### src/rtl/mdu_pkg.sv
// mdu_pkg: shared definitions for the iterative multiply/divide unit.
// Holds the operation encodings used by the control decoder, the FSM
// state enum, and the default operand width.
package mdu_pkg;

  localparam int MDU_WIDTH_DEF = 32;

  // Operation select as presented on op_i.
  typedef enum logic [1:0] {
    MDU_MULTU = 2'b00,
    MDU_MULT  = 2'b01,
    MDU_DIVU  = 2'b10,
    MDU_DIV   = 2'b11
  } mdu_op_e;

  typedef enum logic [1:0] {
    IDLE  = 2'b00,
    CALC  = 2'b01,
    FIXUP = 2'b10,
    DONE  = 2'b11
  } mdu_state_e;

endpackage

### src/rtl/mdu_iter_if.sv
// mdu_iter_if: request/result bundle between the execute stage and mdu_iter.
// Signals:
//   start_i, op_i, data0_i, data1_i  - operation launch and operands
//   hi_we_i, lo_we_i, wdata_i        - MTHI/MTLO write path
//   busy_o, done_o, hi_o, lo_o       - status and architectural HI/LO
// Modports: master (the core side), slave (the unit).
interface mdu_iter_if #(
  parameter int WIDTH = mdu_pkg::MDU_WIDTH_DEF
) ();

  logic             start_i;
  logic [1:0]       op_i;
  logic [WIDTH-1:0] data0_i;
  logic [WIDTH-1:0] data1_i;
  logic             hi_we_i;
  logic             lo_we_i;
  logic [WIDTH-1:0] wdata_i;
  logic             busy_o;
  logic             done_o;
  logic [WIDTH-1:0] hi_o;
  logic [WIDTH-1:0] lo_o;

  modport master (
    output start_i, op_i, data0_i, data1_i, hi_we_i, lo_we_i, wdata_i,
    input  busy_o, done_o, hi_o, lo_o
  );

  modport slave (
    input  start_i, op_i, data0_i, data1_i, hi_we_i, lo_we_i, wdata_i,
    output busy_o, done_o, hi_o, lo_o
  );

endinterface

### src/rtl/mdu_negate.sv
// mdu_negate: conditional two's-complement of a WIDTH-bit value.
// Ports:
//   en - negate when high, pass through when low
//   a  - input value
//   y  - result
module mdu_negate #(
  parameter int WIDTH = 32
) (
  input  logic             en,
  input  logic [WIDTH-1:0] a,
  output logic [WIDTH-1:0] y
);

  assign y = en ? (~a + WIDTH'(1)) : a;

endmodule

### src/rtl/mdu_iter.sv
// mdu_iter: iterative MULT/MULTU/DIV/DIVU unit owning the HI/LO registers.
// Operands are reduced to magnitudes on launch, processed one radix-2 step
// per clock (shift-add multiply, restoring divide), then sign-corrected in
// a single FIXUP cycle that also loads HI/LO.
// Ports:
//   clk_i - clock, rst_i - asynchronous active-high reset
//   bus   - mdu_iter_if slave modport (launch, MTHI/MTLO, status, HI/LO)
// Optional build macro MDU_FAST_MUL_EN: multiplies complete combinationally
// on the start edge (IDLE -> DONE); divides are unaffected.
module mdu_iter
  import mdu_pkg::*;
#(
  parameter int WIDTH = MDU_WIDTH_DEF
) (
  input logic       clk_i,
  input logic       rst_i,
  mdu_iter_if.slave bus
);

  localparam int CNT_W = $clog2(WIDTH) + 1;

  mdu_state_e         state, state_next;
  logic [2*WIDTH-1:0] acc;
  logic [WIDTH-1:0]   opnd;
  logic [CNT_W-1:0]   cnt;
  logic               is_div_q, neg_res, neg_rem, div_zero;
  logic [WIDTH-1:0]   hi_q, lo_q;

  // Control decoder.
  mdu_op_e op;
  logic    op_div, op_signed;
  always_comb begin
    op        = mdu_op_e'(bus.op_i);
    op_div    = (op == MDU_DIVU) || (op == MDU_DIV);
    op_signed = (op == MDU_MULT) || (op == MDU_DIV);
  end

  // Operand magnitudes taken on the start edge.
  logic [WIDTH-1:0] mag0, mag1;
  mdu_negate #(.WIDTH(WIDTH)) u_mag0 (
    .en(op_signed & bus.data0_i[WIDTH-1]), .a(bus.data0_i), .y(mag0));
  mdu_negate #(.WIDTH(WIDTH)) u_mag1 (
    .en(op_signed & bus.data1_i[WIDTH-1]), .a(bus.data1_i), .y(mag1));

  // Sign correction applied on the FIXUP edge.
  logic [2*WIDTH-1:0] prod_fix;
  logic [WIDTH-1:0]   quot_fix, rem_fix;
  mdu_negate #(.WIDTH(2*WIDTH)) u_prod (.en(neg_res), .a(acc), .y(prod_fix));
  mdu_negate #(.WIDTH(WIDTH)) u_quot (
    .en(neg_res), .a(acc[WIDTH-1:0]), .y(quot_fix));
  mdu_negate #(.WIDTH(WIDTH)) u_rem (
    .en(neg_rem), .a(acc[2*WIDTH-1:WIDTH]), .y(rem_fix));

  // One radix-2 step. acc holds {partial product, multiplier} for multiply
  // and {remainder, dividend/quotient} for divide; opnd holds the other
  // operand magnitude. The divide trial is WIDTH+1 bits so its top bit is
  // the borrow that decides whether to restore.
  logic [WIDTH:0]     sum, trial;
  logic [2*WIDTH-1:0] step;
  always_comb begin
    sum   = {1'b0, acc[2*WIDTH-1:WIDTH]} + {1'b0, (acc[0] ? opnd : '0)};
    trial = acc[2*WIDTH-1:WIDTH-1] - {1'b0, opnd};
    if (is_div_q) begin
      if (!trial[WIDTH]) step = {trial[WIDTH-1:0], acc[WIDTH-2:0], 1'b1};
      else               step = {acc[2*WIDTH-2:0], 1'b0};
    end else begin
      step = {sum, acc[WIDTH-1:1]};
    end
  end

  // Result selection. A zero divisor forces an all-ones quotient; the
  // remainder path already yields the dividend in that case.
  logic [WIDTH-1:0] res_hi, res_lo;
  always_comb begin
    if (is_div_q) begin
      res_lo = div_zero ? '1 : quot_fix;
      res_hi = rem_fix;
    end else begin
      {res_hi, res_lo} = prod_fix;
    end
  end

`ifdef MDU_FAST_MUL_EN
  logic [2*WIDTH-1:0] ext0, ext1, fast_prod;
  assign ext0 = op_signed ? {{WIDTH{bus.data0_i[WIDTH-1]}}, bus.data0_i}
                          : {{WIDTH{1'b0}}, bus.data0_i};
  assign ext1 = op_signed ? {{WIDTH{bus.data1_i[WIDTH-1]}}, bus.data1_i}
                          : {{WIDTH{1'b0}}, bus.data1_i};
  assign fast_prod = ext0 * ext1;
`endif

  // State register.
  always_ff @(posedge clk_i or posedge rst_i) begin
    if (rst_i) state <= IDLE;
    else       state <= state_next;
  end

  // Next-state logic.
  always_comb begin
    state_next = state;
    case (state)
      IDLE: begin
        if (bus.start_i) begin
`ifdef MDU_FAST_MUL_EN
          state_next = op_div ? CALC : DONE;
`else
          state_next = CALC;
`endif
        end
      end
      CALC:    if (cnt == CNT_W'(WIDTH - 1)) state_next = FIXUP;
      FIXUP:   state_next = DONE;
      default: state_next = IDLE;
    endcase
  end

  // Status outputs.
  logic busy, done;
  always_comb begin
    busy = (state != IDLE);
    done = (state == DONE);
  end

  // Working registers: latch magnitudes and sign flags on launch, then
  // iterate while in CALC.
  always_ff @(posedge clk_i or posedge rst_i) begin
    if (rst_i) begin
      acc      <= '0;
      opnd     <= '0;
      cnt      <= '0;
      is_div_q <= 1'b0;
      neg_res  <= 1'b0;
      neg_rem  <= 1'b0;
      div_zero <= 1'b0;
    end else begin
      case (state)
        IDLE: begin
          if (bus.start_i) begin
            acc      <= {{WIDTH{1'b0}}, (op_div ? mag0 : mag1)};
            opnd     <= op_div ? mag1 : mag0;
            cnt      <= '0;
            is_div_q <= op_div;
            neg_res  <= op_signed & (bus.data0_i[WIDTH-1] ^ bus.data1_i[WIDTH-1]);
            neg_rem  <= op_signed & bus.data0_i[WIDTH-1];
            div_zero <= (bus.data1_i == '0);
          end
        end
        CALC: begin
          acc <= step;
          cnt <= cnt + CNT_W'(1);
        end
        default: ;
      endcase
    end
  end

  // HI/LO: the result load on DONE entry beats any same-edge MTHI/MTLO.
  always_ff @(posedge clk_i or posedge rst_i) begin
    if (rst_i) begin
      hi_q <= '0;
      lo_q <= '0;
    end else if (state == FIXUP) begin
      hi_q <= res_hi;
      lo_q <= res_lo;
    end
`ifdef MDU_FAST_MUL_EN
    else if (state == IDLE && bus.start_i && !op_div) begin
      hi_q <= fast_prod[2*WIDTH-1:WIDTH];
      lo_q <= fast_prod[WIDTH-1:0];
    end
`endif
    else begin
      if (bus.hi_we_i) hi_q <= bus.wdata_i;
      if (bus.lo_we_i) lo_q <= bus.wdata_i;
    end
  end

  assign bus.busy_o = busy;
  assign bus.done_o = done;
  assign bus.hi_o   = hi_q;
  assign bus.lo_o   = lo_q;

endmodule

### src/flat_wrapper.sv
// flat-port wrapper written by rule: the top's interface ports become plain ports
module mdu_iter_flat import mdu_pkg::*;
#(
  parameter int WIDTH = MDU_WIDTH_DEF
)
  (clk_i, rst_i, bus_start_i, bus_op_i, bus_data0_i, bus_data1_i, bus_hi_we_i, bus_lo_we_i, bus_wdata_i, bus_busy_o, bus_done_o, bus_hi_o, bus_lo_o);
  mdu_iter_if #(.WIDTH(WIDTH)) bus_i ();
  input logic clk_i;
  input logic rst_i;
  input wire logic [$bits(bus_i.start_i)-1:0] bus_start_i;
  input wire logic [$bits(bus_i.op_i)-1:0] bus_op_i;
  input wire logic [$bits(bus_i.data0_i)-1:0] bus_data0_i;
  input wire logic [$bits(bus_i.data1_i)-1:0] bus_data1_i;
  input wire logic [$bits(bus_i.hi_we_i)-1:0] bus_hi_we_i;
  input wire logic [$bits(bus_i.lo_we_i)-1:0] bus_lo_we_i;
  input wire logic [$bits(bus_i.wdata_i)-1:0] bus_wdata_i;
  output wire logic [$bits(bus_i.busy_o)-1:0] bus_busy_o;
  output wire logic [$bits(bus_i.done_o)-1:0] bus_done_o;
  output wire logic [$bits(bus_i.hi_o)-1:0] bus_hi_o;
  output wire logic [$bits(bus_i.lo_o)-1:0] bus_lo_o;
  assign bus_i.start_i = bus_start_i;
  assign bus_i.op_i = bus_op_i;
  assign bus_i.data0_i = bus_data0_i;
  assign bus_i.data1_i = bus_data1_i;
  assign bus_i.hi_we_i = bus_hi_we_i;
  assign bus_i.lo_we_i = bus_lo_we_i;
  assign bus_i.wdata_i = bus_wdata_i;
  assign bus_busy_o = bus_i.busy_o;
  assign bus_done_o = bus_i.done_o;
  assign bus_hi_o = bus_i.hi_o;
  assign bus_lo_o = bus_i.lo_o;
  mdu_iter #(.WIDTH(WIDTH)) u_core (.clk_i(clk_i), .rst_i(rst_i), .bus(bus_i));
endmodule
### config.mk
export PLATFORM = sky130hd
export DESIGN_NAME = mdu_iter_flat
export DESIGN_NICKNAME = d
export VERILOG_FILES = /design/src/rtl/mdu_pkg.sv /design/src/rtl/mdu_iter_if.sv /design/src/rtl/mdu_negate.sv /design/src/rtl/mdu_iter.sv /design/src/flat_wrapper.sv
export SDC_FILE = /design/constraint.sdc
export NUM_CORES = 1
export LEC_CHECK = 0
export ABC_AREA = 1
export CAP_MARGIN = 0
export CORE_MARGIN = 2
export CORE_UTILIZATION = 25
export CTS_CLUSTER_DIAMETER = 200
export DETAILED_ROUTE_END_ITERATION = 8
export PLACE_DENSITY = 0.42
export SYNTH_ARGS = -nofsm -noshare
export SYNTH_HDL_FRONTEND = slang
export SYNTH_SLANG_ARGS = --single-unit
### constraint.sdc
create_clock -name clk_i -period 14.15 [get_ports clk_i]
set_input_delay 2.83 -clock clk_i [delete_from_list [all_inputs] [get_ports clk_i]]
set_output_delay 2.83 -clock clk_i [all_outputs]
set_load 0.005 [all_outputs]
* Word-level counts from Yosys, hierarchy flattened *
Index checks and enable logic that the tools add are counted.

storage, ports and cells
  input bits = 103
  register bits after elaboration = 172
  word-level logic and storage cells = 71
  output and inout bits = 66

operators by class
  mux-type cells = 24
  reduce and logical (&&, ||, !) cells = 11
  bitwise logic cells = 9
  equal/unequal tests = 9
  add/sub/neg operators = 8

operators by type and width
  operator                 count
  $mux W32                 14
  $mux W64                 4
  $add A32 B1 Y32 const B  4
  $not A32 Y32             4
  $pmux W64 S2             1
  $add A64 B1 Y64 const B  1
  $not A64 Y64             1
  $add A32 B32 Y33         1
  $sub A33 B32 Y33         1
  $logic_not A32 Y1        1
  $pmux W6 S2              1
  $eq A2 B2 Y1 const B     4
  $reduce_bool A2 Y1       4
  $add A6 B1 Y6 const B    1
  $eq A6 B5 Y1 const B     1
  $mux W6                  1
  $pmux W2 S3              1
  $reduce_and A2 Y1        3
  $eq A2 B1 Y1 const B     2
  $mux W2                  2
  $and A1 B1 Y1            3
  $logic_not A2 Y1         1
  $logic_or A1 B1 Y1       2
  $ne A2 B1 Y1 const B     1
  other kinds (2)          2

* Logic depth before layout (Yosys ltp) *
Gate-level depths: netlist of the first run.

  word-level depth = 7
  depth in mapped cells = 20
  mapped depth without buffers = 19

* Cells and area by module *
Synthesis of the first run repeated with hierarchy kept, for this count alone.

unflattened totals
  cells, all modules = 3576
  area, all modules = 20835.0 sq um

by module, submodules not included
  module                           instances  seq. area each (sq um)  area each (sq um)  cells an instance
  mdu_iter                         1          4304.1                  13934.6            2170
  mdu_negate at u_core.u_mag0 ...  4          0.0                     1108.6             227
  mdu_negate at u_core.u_prod      1          0.0                     2466.1             498

* Least setup slack after synthesis of the first run *
OpenSTA, ideal clock, no wires.

  path type = input port to flip-flop
  start point = in bus_data0_i[0]
  end point = reg u_core.acc[16]
  cell stages on the path = 12
  slack = 9.953 ns
  data required time = 14.028 ns
  arrival time = 4.075 ns
  buffers on the path = 0
  library setup time = 0.122 ns
  cell sequence = inv_1 ha_1 nand3_1 inv_1 nand2_1 nor2_1 nand2_1 o21ai_0 xor2_1 nand2_1 nand3_1 a21oi_1

on the way
  word-level cells in the longest chain between the ends = 6

RTL lines
  element                 RTL line            RTL
  start: declaration      flat_wrapper.sv:12  input wire logic [$bits(bus_i.data0_i)-1:0] bus_data0_i;
  $not A32 Y32            mdu_negate.sv:14    assign y = en ? (~a + WIDTH'(1)) : a;
  $add A32 B1 Y32         mdu_negate.sv:14
  $mux W32                mdu_negate.sv:14
  $mux W32                mdu_iter.sv:139     acc <= {{WIDTH{1'b0}}, (op_div ? mag0 : mag1)};
  $mux W64                mdu_iter.sv:138     if (bus.start_i) begin
  $pmux W64 S2            mdu_iter.sv:136     case (state)
  end signal: assignment  mdu_iter.sv:139
  end signal: assignment  mdu_iter.sv:149     acc <= step;
  end: declaration        mdu_iter.sv:23      logic [2*WIDTH-1:0] acc;

Every way passes these cells. The select of a mux whose other input is x is not followed.
A chain may end at the register's enable or synchronous reset.

* Worst setup path after layout of the first run *
  start point = in bus_op_i[0]
  end point = reg u_core.acc[1]

on the way
  word-level cells in the longest chain between the ends = 7
  elaborated cells between the ends (all ways) = 12
  those cells by class = eq/ne: 3; mux: 5; bitwise: 2; reduce/logical: 2

RTL lines
  element                                       RTL line                        RTL
  start: declaration                            flat_wrapper.sv:11              input wire logic [$bits(bus_i.op_i)-1:0] bus_op_i;
  $eq A2 B1 Y1 or $eq A2 B2 Y1 (tied branches)  mdu_iter.sv:35, mdu_iter.sv:34
  $logic_or A1 B1 Y1                            mdu_iter.sv:35                  op_signed = (op == MDU_MULT) || (op == MDU_DIV);
  $and A1 B1 Y1 (on tied branches)              mdu_iter.sv:43, mdu_iter.sv:41
  $mux W32                                      mdu_negate.sv:14
  $mux W32 (*)                                  mdu_iter.sv:139
  $mux W64 (*)                                  mdu_iter.sv:138
  $pmux W64 S2 (*)                              mdu_iter.sv:136

Every way passes the cells marked *; elsewhere a longest branch is shown, timed or not. The select of a mux whose other input is x is not followed.

==> results of run 1 <==
## state kept, by name (all words and copies together) (netlist names)
signal and flops:
u_core.is_div_q 1, u_core.state 2, u_core.opnd 32, u_core.neg_res 1, u_core.bus.lo_o 32, u_core.acc 64, u_core.bus.hi_o 32, u_core.div_zero 1
u_core.neg_rem 1, u_core.cnt 6
## final cells by class
cell class | count | area share
flip-flops and latches | 172 | 0.2026
repair buffers | 189 | 0.08655
clock buffers | 18 | 0.02067
multi-input cells | 2386 | 0.5488
clock inverters | 14 | 0.007124
well taps | 950 | 0.05593
inverters | 441 | 0.07831
## through the flow
stage | total power [mW] | setup slack, ps | utilization | area, sq um | hold WS [ps]
after detailed placement | 4.372 | 8313 | 0.2890 | 20660 | 482.4
final | 4.893 | 8701 | 0.2973 | 21250 | 500.0
after global routing | 5.343 | 8509 | 0.2973 | 21250 | 520.5
after global placement | 4.386 | 8310 | 0.2890 | 20660 | 480.4
after floorplan | 3.105 | 6660 | - | 18070 | 453.4
after CTS | 4.880 | 8849 | 0.2973 | 21250 | 505.6
## kinds of logic after synthesis
family                   Yosys count  share of synthesized area
AND/OR/NAND/NOR                 1799                     0.4215
AO/OA/AOI/OAI                    449                     0.1398
XOR/XNOR                          62                    0.03005
adder cells (fa/ha/maj)           76                    0.05345
flip-flops                       172                     0.2382
buffers and inverters            545                     0.1171
## cell usage after synthesis (6+ instances only)
cell	n
o221ai_1	16
inv_1	423
buf_6	6
nand4_1	35
buf_2	16
nor3_1	47
ha_1	74
clkbuf_1	64
buf_1	17
xnor2_1	14
o211ai_1	40
nand3b_1	15
nand2_2	10
inv_2	14
nor2_2	11
a22oi_1	13
o21bai_1	7
nand2_1	997
dfrtp_1	172
o21ai_0	172
or2_2	10
nor4_1	6
a21oi_1	160
o21ai_1	16
nand3_1	364
xor2_1	48
nor2_1	284
a21o_1	6
## worst paths after layout
check,from,end,slack [ps],cells after the start
max in group asynchronous,rst_i,u_core.acc[55],9750,3
min in group asynchronous,rst_i,u_core.bus.lo_o[3],2890,2
worst max-delay path,bus_op_i[0],u_core.acc[1],8700,8
worst min-delay path,u_core.bus.lo_o[3],u_core.bus.lo_o[3],500,2
worst min register to register,u_core.bus.lo_o[3],u_core.bus.lo_o[3],500,2
worst max register to register,u_core.acc[31],u_core.acc[53],10490,18
## per-layer routing
metal	GRT usage	vias to the layer above
met5	0	-
met4	0.04772	0
met3	0.02829	50
met2	0.3496	562
met1	0.3279	9582
li1	-	10225
## worst register-to-register path: stages, from the launching register on
cell and delay (ps):
dfrtp_1 540, inv_1 280, ha_1 300, fa_1 420, inv_1 140, nand2_1 60, nand2_1 80, nand3_1 100
nand2_2 130, nand2_1 80, nand2_2 110, nand2_2 130, nand2_2 100, nand2_1 60, nand2_2 530, nand2_1 120
nand3_1 190, nand3_1 150, nand2_1 90
## power breakdown
part	switching, mW	internal (mW)
combinational	2.25	1.10
sequential	0.332	0.717
clock	0.253	0.240
==> qor.yml, run 1 <==
finalHoldViolations: 0
cts_hold_buffers: 0
slowest_delay_ps: 870
ys_seq_elements: 172
postRouteAntennaNets: 0
grt_pass1_vias: 18970
cts-htree-levels: 4
die_w_microns: 272.9
path_max_fanout: 35
synth.distinct_cells: 51
gp_congestion: 0.9314
post_drt_wl_per_cell_microns: 20.29
outcome: "finished, final reports clean"
die_area_sq_mm: 0.07445
worst_pin_slew_ps: 962.6
clockBufferDepth: 2
initial_core_util: 0.2528
port_buffers: 168
hpwl_microns: 69210
period_share: 0.3851
final_cells: 4170
yosys.area.top_type: "dfrtp_1"
crit_path_start_kind: "input pin"
multi_input_area_sq_mm: 0.01166
synth_nets: 3282
final_common_cell: "nand2_1"
ys.flop_type: "dfrtp_1"
layout-drive-gt1-share: 0.03820
syn_to_final_growth_pct: 17.59
vdd_drop_max_uv: 123.4
synth_area_leaders: "dfrtp_1 24%, nand2_1 21%, nand3_1 10%"
fmax_mhz: 183.5
rows: 98
ys_seq_area_frac: 0.2382
ys_warn_count: 0
nets: 3386
crit_slowest_cell: "clkinv_1"
ctsRootBufferMaster: "clkbuf_16"
via_per_inst: 4.897
cp_cell_sequence: "clkdlybuf4s50_1, nand2_1, clkinv_1, o21ai_0, nand2_1, nand3_1, nand3_1, o21ai_0"
topRoutingLayerUsed: "met4"
vias: 20419
drt-total-wl_microns: 84620
layout_common_cells: "997 x nand2_1, 421 x inv_1, 364 x nand3_1, 282 x nor2_1"
crit_arrival_ps: 5860
grt.total_usage: 0.2241
period_minus_slack_ps: 5449
grt_max_degree: 112
wl_met2_microns: 37540
syn-mean-instance-area_sq_um: 5.824
crit_family: "buffers and inverters"
max_cap_violations: 0
criticalPathCategory: "input pin to flip-flop"
hold_path_class: "flip-flop to flip-flop"
powerDensity_mw_per_mm2: 230.3
rsz0062_at_grt: "false"
post_cts_buffers: 0
clk_pin_slew_ps: 80
boundaryPins: 169
dp_cells: 4138
cts_buffers: 17
cts.sinks: 172
grt_antenna_before_repair: 0
clkLatencyLatePin_ps: 500
drt-met1-wl_microns: 41610
finClkSkew_ps: 23.11
die_y_microns: 272.9
final.setup.tns_ps: 0
yosysTopAreaCellShare: 0.2382
required_ps: 14560
synthCells: 3103
leakage_nw: 10.48
grt_overflow: 0
cts_tree: "done"
drcViolationCount: 0
cts_resized: 0
mappedNetlistArea_sq_mm: 0.01807
drt-pass1-iter-count: 6
core_sq_mm: 0.07149
fillers: 8176
first_iter_violations: 1768
synth-edff-count: 0
drv_slew: 0
grt_pass1_wl_microns: 125000
setup.worst_path.end_class: "flip-flop"
wl_met3_microns: 4282
async_flop_share: 1.000
setup_viol: 0
slew_headroom: 0.3543
seqCellArea_sq_mm: 0.004305
cp_num_buf_inv: 2
antenna-diode-count: 0
No activity file was read; power rests on OpenSTA's default activity.
==> run 2: changes to the inputs <==
--- a/config.mk
+++ b/config.mk
@@ -11,7 +11,7 @@
 export CORE_UTILIZATION = 25
 export CTS_CLUSTER_DIAMETER = 200
 export DETAILED_ROUTE_END_ITERATION = 8
-export PLACE_DENSITY = 0.42
+export PLACE_DENSITY = 0.44
 export SYNTH_ARGS = -nofsm -noshare
 export SYNTH_HDL_FRONTEND = slang
 export SYNTH_SLANG_ARGS = --single-unit
==> constraint.sdc (replaced) <==
create_clock -name clk_i -period 4.65 [get_ports clk_i]
set_input_delay 0.93 -clock clk_i [delete_from_list [all_inputs] [get_ports clk_i]]
set_output_delay 0.93 -clock clk_i [all_outputs]
set_load 0.005 [all_outputs]
==> run 2 against run 1 <==
  * Clock-buffer cell count up 1
  * Global-route usage is 0.12 points higher
  * Design area up 0.66%
  * Non-clock buffer count is 15 higher
  * Clock power grew to 3.1 times the previous value
  * Routed wire length down 0.18%
  * Sequential share of layout area fell by 0.13 points
  * Combinational power rose to 3.1 times the previous value
  * First-iteration DRC count decreased by 6.0%
  * Die area did not move
  * Largest cell class unchanged
==> qor.yml, run 2 (synthesis results as in run 1) <==
grt_max_degree: 63  # -44%
cts_hold_buffers: 0  # unchanged
rows: 98  # unchanged
hold_path_class: "flip-flop to flip-flop"
final_cells: 4184  # +0.34%
vdd_drop_max_uv: 356.4  # +190%
final.setup.tns_ps: 0  # unchanged
crit_arrival_ps: 3600  # -2260 ps
port_buffers: 168  # unchanged
postRouteAntennaNets: 0  # unchanged
ctsRootBufferMaster: "clkbuf_16"
finalHoldViolations: 0  # unchanged
die_y_microns: 272.9  # unchanged
worst_pin_slew_ps: 1116  # +153.2 ps
boundaryPins: 169  # unchanged
cts_resized: 0  # unchanged
layout-drive-gt1-share: 0.04174  # +0.003545
clkLatencyLatePin_ps: 500  # about the same
rsz0062_at_grt: "false"
slew_headroom: 0.2553  # -0.09897
vias: 20329  # -0.44%
leakage_nw: 10.55  # +0.64%
fillers: 8149  # -0.33%
max_cap_violations: 0  # unchanged
grt_pass1_vias: 19302  # +1.8%
first_iter_violations: 1662  # -6.0%
criticalPathCategory: "flip-flop to flip-flop"
period_share: 0.6956
cts-htree-levels: 4  # unchanged
finClkSkew_ps: 20.83  # -2.286 ps
dp_cells: 4153  # +0.36%
cts_tree: "done"
grt.total_usage: 0.2253  # +0.001198
drt-pass1-iter-count: 5  # -1
crit_slowest_cell: "dfrtp_1"
final_common_cell: "nand2_1"
crit_top_cell: "nand2_1"
multi_input_area_sq_mm: 0.01166  # unchanged
fmax_mhz: 309.2
drcViolationCount: 0  # unchanged
slowest_delay_ps: 660  # -210 ps
path_max_fanout: 29  # -17%
hpwl_microns: 69850  # +0.92%
post_cts_buffers: 0  # unchanged
nets: 3401  # +0.44%
grt_pass1_wl_microns: 125200  # +0.11%
die_area_sq_mm: 0.07445  # unchanged
gp_congestion: 0.9160  # -1.7%
seqCellArea_sq_mm: 0.004305  # unchanged
crit_path_start_kind: "flip-flop"
grt_overflow: 0  # unchanged
via_per_inst: 4.859  # -0.77%
setup_viol: 0  # unchanged
cts_buffers: 17  # unchanged
initial_core_util: 0.2528  # unchanged
post_drt_wl_per_cell_microns: 20.19  # -0.51%
outcome: "finished, final reports clean"
drt-total-wl_microns: 84470  # -0.18%
clk_pin_slew_ps: 80  # about the same
die_w_microns: 272.9  # unchanged
clockBufferDepth: 2  # unchanged
required_ps: 5020  # -9540 ps
final_util: 0.2992  # +0.001960
syn_to_final_growth_pct: 18.37
largest_reg_flops: 64  # unchanged
layout_common_cells: "997 x nand2_1, 421 x inv_1, 364 x nand3_1, 282 x nor2_1"
cp_cell_sequence: "buf_4, nand2_1, inv_1, ha_1, a21oi_1, o21ai_0, nand3b_1, nand2_1, nand3_1, nand2_1, nand3_1, nand2_1, inv_1, nand2_1, nand2_1"
core_sq_mm: 0.07149  # unchanged
powerDensity_mw_per_mm2: 701.5  # +200%
antenna-diode-count: 0  # unchanged
setup.worst_path.end_class: "flip-flop"
period_minus_slack_ps: 3234
total_power_mw: 15.01  # +210%
grt_antenna_before_repair: 0  # unchanged
whs_ps: 495.7  # -4.238 ps
cts.sinks: 172  # unchanged
drv_slew: 0  # unchanged
regMostFlops: "u_core.acc"
==> run 2: worst paths after layout <==
check	depth (start not counted)	startpoint	end	slack [ps]
min in group asynchronous	2	rst_i	u_core.bus.lo_o[12]	930
worst max register to register	15	u_core.acc[0]	u_core.acc[57]	1420
worst max-delay path	15	u_core.acc[0]	u_core.acc[57]	1420
worst min-delay path	2	u_core.bus.lo_o[7]	u_core.bus.lo_o[7]	500
max in group asynchronous	3	rst_i	u_core.acc[41]	2870
worst min register to register	2	u_core.bus.lo_o[7]	u_core.bus.lo_o[7]	500
==> run 2: critical path, delay by kind of cell, from the launching register on <==
kind            cells  cell delay (ps)
simple gates        9             1090
flops               1              660
buf+inv             3              580
compound gates      2              490
fa+ha+maj           1              290
==> run 2: area by class of cell <==
class	count	share of cell area
Timing Repair Buffer	204	0.09300
Clock buffer	19	0.02024
Multi-Input combinational cell	2386	0.5452
Sequential cell	172	0.2013
Inverter	441	0.07762
Tap cell	950	0.05557
Clock inverter	12	0.007078
==> run 2: layer usage <==
layer	track usage	up-vias	routed length [microns]
met3	0.02970	108	4447
met5	0	-	0
met4	0.08155	0	2840
met2	0.3412	603	36320
met1	0.3246	9376	40860
li1	-	10242	-
==> run 2: stage by stage <==
step | instance area [sq um] | worst slack, ps
6_report | 21390 | 1416
5_1_grt | 21390 | 1258
4_1_cts | 21390 | 1499
3_5_place_dp | 20810 | 1081
3_3_place_gp | 20810 | 1084
2_1_floorplan | 18070 | 1523
==> run 2: power by group <==
group,internal (mW),switching [mW]
Clock,0.805,0.728
Combinational,3.41,6.92
Sequential,2.18,0.958
Total,6.40,8.61
